`src/rtl/fabric_cfg_loader.sv`:
```
// fabric_cfg_loader: streams 32-bit config words LSB-first into the CLB chain, then the connection chain.
// Define CFG_LOADER_CRC_EN to run CRC-16-CCITT over all shifted bits and verify a trailing check word.
module fabric_cfg_loader #(
  parameter int unsigned CLB_CHAIN_LEN  = 64,
  parameter int unsigned CONN_CHAIN_LEN = 128
) (
  input  logic        scan_clk,
  input  logic        rst_n,
  input  logic        start,
  input  logic [31:0] cfg_data,
  input  logic        cfg_valid,
  output logic        cfg_ready,
  output logic        clb_scan_in,
  output logic        clb_scan_en,
  output logic        conn_scan_in,
  output logic        conn_scan_en,
  output logic        busy,
  output logic        done,
  output logic        err
);

  localparam int unsigned MAX_LEN = (CLB_CHAIN_LEN > CONN_CHAIN_LEN) ? CLB_CHAIN_LEN : CONN_CHAIN_LEN;
  localparam int unsigned CNT_W   = $clog2(MAX_LEN);

  typedef enum logic [2:0] {
    IDLE,
    LOAD_CLB,
    LOAD_CONN,
    CHECK,
    DONE
  } state_t;

  state_t            state, state_next;
  logic [30:0]       sr;
  logic [4:0]        rem;
  logic [CNT_W-1:0]  bit_cnt;
  logic              shift_en, chain_last, accept, start_acc;
  logic              in_load, to_conn, load_word, shift_more, present, out_bit;

  assign shift_en  = clb_scan_en | conn_scan_en;
  assign accept    = cfg_valid & cfg_ready;
  assign start_acc = (state == IDLE) & start;
  assign in_load   = (state == LOAD_CLB) | (state == LOAD_CONN);

  always_comb begin
    chain_last = 1'b0;
    if (shift_en) begin
      if (state == LOAD_CLB) chain_last = (bit_cnt == CNT_W'(CLB_CHAIN_LEN - 1));
      else                   chain_last = (bit_cnt == CNT_W'(CONN_CHAIN_LEN - 1));
    end
  end

  always_ff @(posedge scan_clk or negedge rst_n) begin
    if (!rst_n) state <= IDLE;
    else        state <= state_next;
  end

  always_comb begin
    state_next = state;
    unique case (state)
      IDLE:      if (start) state_next = LOAD_CLB;
      LOAD_CLB:  if (chain_last) state_next = LOAD_CONN;
`ifdef CFG_LOADER_CRC_EN
      LOAD_CONN: if (chain_last) state_next = CHECK;
`else
      LOAD_CONN: if (chain_last) state_next = DONE;
`endif
      CHECK:     if (accept) state_next = DONE;
      DONE:      state_next = IDLE;
      default:   state_next = IDLE;
    endcase
  end

  // The final connection bit cannot be followed by another chain word, so
  // ready stays low there; the next word (if any) is the check word.
  always_comb begin
    cfg_ready = 1'b0;
    busy      = 1'b0;
    done      = 1'b0;
    unique case (state)
      LOAD_CLB: begin
        busy      = 1'b1;
        cfg_ready = (rem == '0);
      end
      LOAD_CONN: begin
        busy      = 1'b1;
        cfg_ready = (rem == '0) & ~chain_last;
      end
      CHECK: begin
        busy = 1'b1;
`ifdef CFG_LOADER_CRC_EN
        cfg_ready = 1'b1;
`endif
      end
      DONE:    done = 1'b1;
      default: ;
    endcase
  end

  // Target chain follows the next state so a word accepted on the last CLB
  // bit lands entirely in the connection chain.
  assign to_conn    = (state_next == LOAD_CONN);
  assign load_word  = accept & ((state_next == LOAD_CLB) | (state_next == LOAD_CONN));
  assign shift_more = ~load_word & in_load & (rem != '0);
  assign present    = load_word | shift_more;
  assign out_bit    = load_word ? cfg_data[0] : sr[0];

  always_ff @(posedge scan_clk or negedge rst_n) begin
    if (!rst_n) begin
      sr           <= '0;
      rem          <= '0;
      bit_cnt      <= '0;
      clb_scan_in  <= 1'b0;
      clb_scan_en  <= 1'b0;
      conn_scan_in <= 1'b0;
      conn_scan_en <= 1'b0;
    end else begin
      if (start_acc)     bit_cnt <= '0;
      else if (shift_en) bit_cnt <= chain_last ? '0 : bit_cnt + CNT_W'(1);

      if (load_word) begin
        sr  <= cfg_data[31:1];
        rem <= 5'd31;
      end else if (shift_more) begin
        sr  <= {1'b0, sr[30:1]};
        rem <= rem - 5'd1;
      end

      clb_scan_en  <= present & ~to_conn;
      conn_scan_en <= present & to_conn;
      if (present && !to_conn) clb_scan_in  <= out_bit;
      if (present && to_conn)  conn_scan_in <= out_bit;
    end
  end

`ifdef CFG_LOADER_CRC_EN
  logic [15:0] crc;
  logic        crc_in, crc_fb;

  assign crc_in = clb_scan_en ? clb_scan_in : conn_scan_in;
  assign crc_fb = crc[15] ^ crc_in;

  always_ff @(posedge scan_clk or negedge rst_n) begin
    if (!rst_n) begin
      crc <= '0;
      err <= 1'b0;
    end else if (start_acc) begin
      crc <= 16'hFFFF;
      err <= 1'b0;
    end else begin
      if (shift_en) crc <= {crc[14:0], 1'b0} ^ (crc_fb ? 16'h1021 : 16'h0000);
      if (state == CHECK && accept && cfg_data[15:0] != crc) err <= 1'b1;
    end
  end
`else
  assign err = 1'b0;
`endif

endmodule

```
`config.mk`:
```
export PLATFORM = sky130hd
export DESIGN_NAME = fabric_cfg_loader
export DESIGN_NICKNAME = d
export VERILOG_FILES = /design/src/rtl/fabric_cfg_loader.sv
export SDC_FILE = /design/constraint.sdc
export NUM_CORES = 1
export LEC_CHECK = 0
export CAP_MARGIN = 30
export CORE_MARGIN = 10
export CORE_UTILIZATION = 40
export CTS_CLUSTER_SIZE = 24
export DETAILED_ROUTE_END_ITERATION = 7
export HOLD_SLACK_MARGIN = 0.03
export PLACE_DENSITY = 0.65
export SYNTH_ARGS = -nofsm -noshare
export SYNTH_HDL_FRONTEND = slang
export SYNTH_SLANG_ARGS = --single-unit
```
`constraint.sdc`:
```
create_clock -name scan_clk -period 2 [get_ports scan_clk]
set_input_delay 0.6 -clock scan_clk [delete_from_list [all_inputs] [get_ports scan_clk]]
set_output_delay 0.6 -clock scan_clk [all_outputs]
set_load 0.02 [all_outputs]
```
==> flow_summary.toml <==
[outcome]
status = "complete, but fails checks"
violations = "setup timing"

[setup_path]
cp-end-kind = "primary output"
crit_path_cell_trace = "ha_2, nand4_2, nor2_1, o21ai_1, and3b_1, buf_6"
crit_path_max_fanout = 2
slowest_stage = "dfrtp_1"
crit_required_ps = 1400
critPathTopFamily = "simple AND/OR/NAND/NOR gates"
crit_type = "flip-flop to primary output"
crit_buf_inv = 1
startpoint_type = "flip-flop"
max_stage_delay_ps = 370
cp_data_arrival_time_ps = 1450

[sta]
worst_slack_ps = -47.8
period_needed_ps = 2050
fmax_mhz = 488
slew_viol_final = 0
setup_viol = 1
setup_tns_ps = -47.8
finalCritPeriodShare_pct = 102
hold_violations = 0
fin_skew_ps = 6.97
hold_slack_ps = 264
rsz0062_at_grt = "true"

[pwr]
p_seq_share_pct = 36.1
p_leak_nw = 1.48
p_sw_share_pct = 35.9
p_sw_mw = 1.61
p_clk_share_pct = 12.7
peakVddDrop_mv = 0.550
internal_power_mw = 2.88
total_power_mw = 4.49
p_per_area_nw_per_um2 = 1270
pwr-share-comb_pct = 51.2

[synthesis]
synth.distinct_cells = 45
synth-seq-area-share_pct = 47.3
synth_nets = 293
synth_top_area_share_pct = 47.3
synth_edf_count = 0
syn_area_sq_um = 2640
yosysTopAreaCell = "dfrtp_1"
async_reset_ff_share_pct = 100
synth_top_flop_cell = "dfrtp_1"
synth_area_leaders = "dfrtp_1 47%, mux2i_1 11%, nand3_1 5.7%"
synth_area_per_cell_sq_um = 10.4
netlist_instances = 254
ys_warn_count = 0
synth_seq_cells = 50

[routing]
drt_iter0_markers = 57
detail-route-antenna-nets = 0
drcViolationCount = 0
dr_total_vias = 2130
totalWireLength_um = 6070
routed_via_density = 5.30
wl_per_cell_um = 15.1
drtPass1Iterations = 4

[placed_design]
pre_cts_ws_ps = -243
dp_cells = 390
dpl-instance-area_sq_um = 3360
numPortBuffers = 42
routabilityCongestion = 0.781
hpwlAfterDp_um = 4230

[final_layout]
fillers = 566
synthToLayoutAreaGrowth_pct = 33.6
multiInputGateArea_sq_um = 1290
drive_gt1_share_pct = 24.0
nets = 364
final_cells = 402
diodes = 0
mostFrequentLayoutCells = "50 x dfrtp_1, 38 x buf_4, 36 x clkdlybuf4s50_1, 30 x nand3_1, 30 x mux2i_1"
finish.utilization_pct = 55.3
design_area_sq_um = 3530
final-seq-area_sq_um = 1250
final_common_cell = "dfrtp_1"

[floorplanning]
die-area_sq_um = 10300
fp.dieW_um = 101
die_y_um = 101
floorplan.initialDensity_pct = 41.4
core_sq_um = 6390
io_pins = 44
fp-row-count = 29

[hold_path]
hold_class = "input port to async pin"

[clock_tree]
htree_levels = 2
clk_latency_ps = 300
clk_pin_slew_ps = 80
cts_tree = "yes"
cts.path.max_buffers = 2
ctsHoldBuffers = 0
cts.sinks = 50
cts_inserted_buffers = 5
cts-root-buf = "clkbuf_8"

[job]
cap_violations = 0

[grt]
grt_max_degree = 51
grt.total_usage_pct = 11.2
first_global_vias = 2140
grt_pass1_wl_um = 9610
antenna_found_initial = 0
grt_overflow = 0
==> synthesized netlist by cell type, types with 2 or more instances <==
cell type  instances
mux2i_1           30
nor2_1            13
o21ai_0           19
o211ai_1           2
ha_1               3
nor4_1             2
buf_2              7
nand2_1            9
a221oi_2           2
a21oi_1            6
buf_6              3
or3_1              2
a32o_1             2
xnor2_1            3
and2_1             2
buf_4              7
dfrtp_1           50
and3b_1            2
o2111ai_1          3
o21ai_1           17
inv_1              4
and3_1             4
nand3_1           30
xor2_1             5
a31o_2             2
nand2b_1           2
clkbuf_1           5
==> worst register-to-register path: stages (launching register included) <==
cell      delay (ps)
dfrtp_1          370
ha_2             200
nand4_2           90
buf_4            160
or3_4            440
a32o_1           310
a221oi_2         270
==> metal layers <==
| metal | up-vias | GRT usage [%] | wire [um] | part of all wire (%) |
|---|---|---|---|---|
| met3 | 11 | 3.47 | 302 | 5.0 |
| met2 | 35 | 19.1 | 3010 | 50 |
| met4 | 0 | 4.07 | 112 | 1.8 |
| met5 | - | 0 | 0 | 0 |
| li1 | 1058 | - | - | - |
| met1 | 1026 | 12.9 | 2640 | 44 |
==> path summary, 6_finish.rpt <==
kind	slack (ps)	cells past startpoint	to	from
max	-50	6	cfg_ready	bit_cnt[1]
min	260	2	bit_cnt[4]	rst_n
max reg2reg	80	6	conn_scan_in	bit_cnt[1]
min reg2reg	530	1	sr[30]	sr[30]
max in group asynchronous	1510	2	bit_cnt[3]	rst_n
min in group scan_clk	530	1	sr[30]	sr[30]
==> power by group through the flow <==
| stage | clock, mW | combinational, mW | sequential, mW |
|---|---|---|---|
| 2_1_floorplan | 0 | 1.38 | 1.64 |
| 3_3_place_gp | 0 | 2.10 | 1.62 |
| 3_5_place_dp | 0 | 2.14 | 1.63 |
| 4_1_cts | 0.595 | 2.20 | 1.62 |
| 5_1_grt | 0.633 | 2.54 | 1.66 |
| 6_report | 0.570 | 2.30 | 1.62 |
==> sequential cells by signal, indices dropped and copies added (netlist names) <==
| register | count |
|---|---|
| conn_scan_en | 1 |
| bit_cnt | 7 |
| conn_scan_in | 1 |
| sr | 31 |
| clb_scan_en | 1 |
| clb_scan_in | 1 |
| rem | 5 |
| state | 3 |
==> logic make-up (layout without fill, tap and decap cells) <==
group,count (synthesis),count (layout),synth area share [%]
and+or+nand+nor,78,79,17.2
AOI/OAI and AO/OA,57,57,13.4
DFF,50,50,47.3
muxes,30,30,11.4
buffers and inverters,26,96,5.87
xor gates and xnor gates,9,9,3.27
adders and majority gates,3,3,1.42
other,1,1,0.142
==> cell type report <==
type	count	area share, %
Multi-Input combinational cell	179	36.5
Sequential cell	50	35.4
Timing Repair Buffer	85	22.5
Tap cell	77	2.73
Clock buffer	5	1.95
Clock inverter	2	0.425
Inverter	4	0.425
==> timing repair <==
item / CTS / global route
cloned: 0 / 2
pin swaps: 4 / 0
setup endpoints to repair: 5 / 41
buffers inserted: 2 / 1
resized for setup: 21 / 11
(Power assumes the default switching activity.)
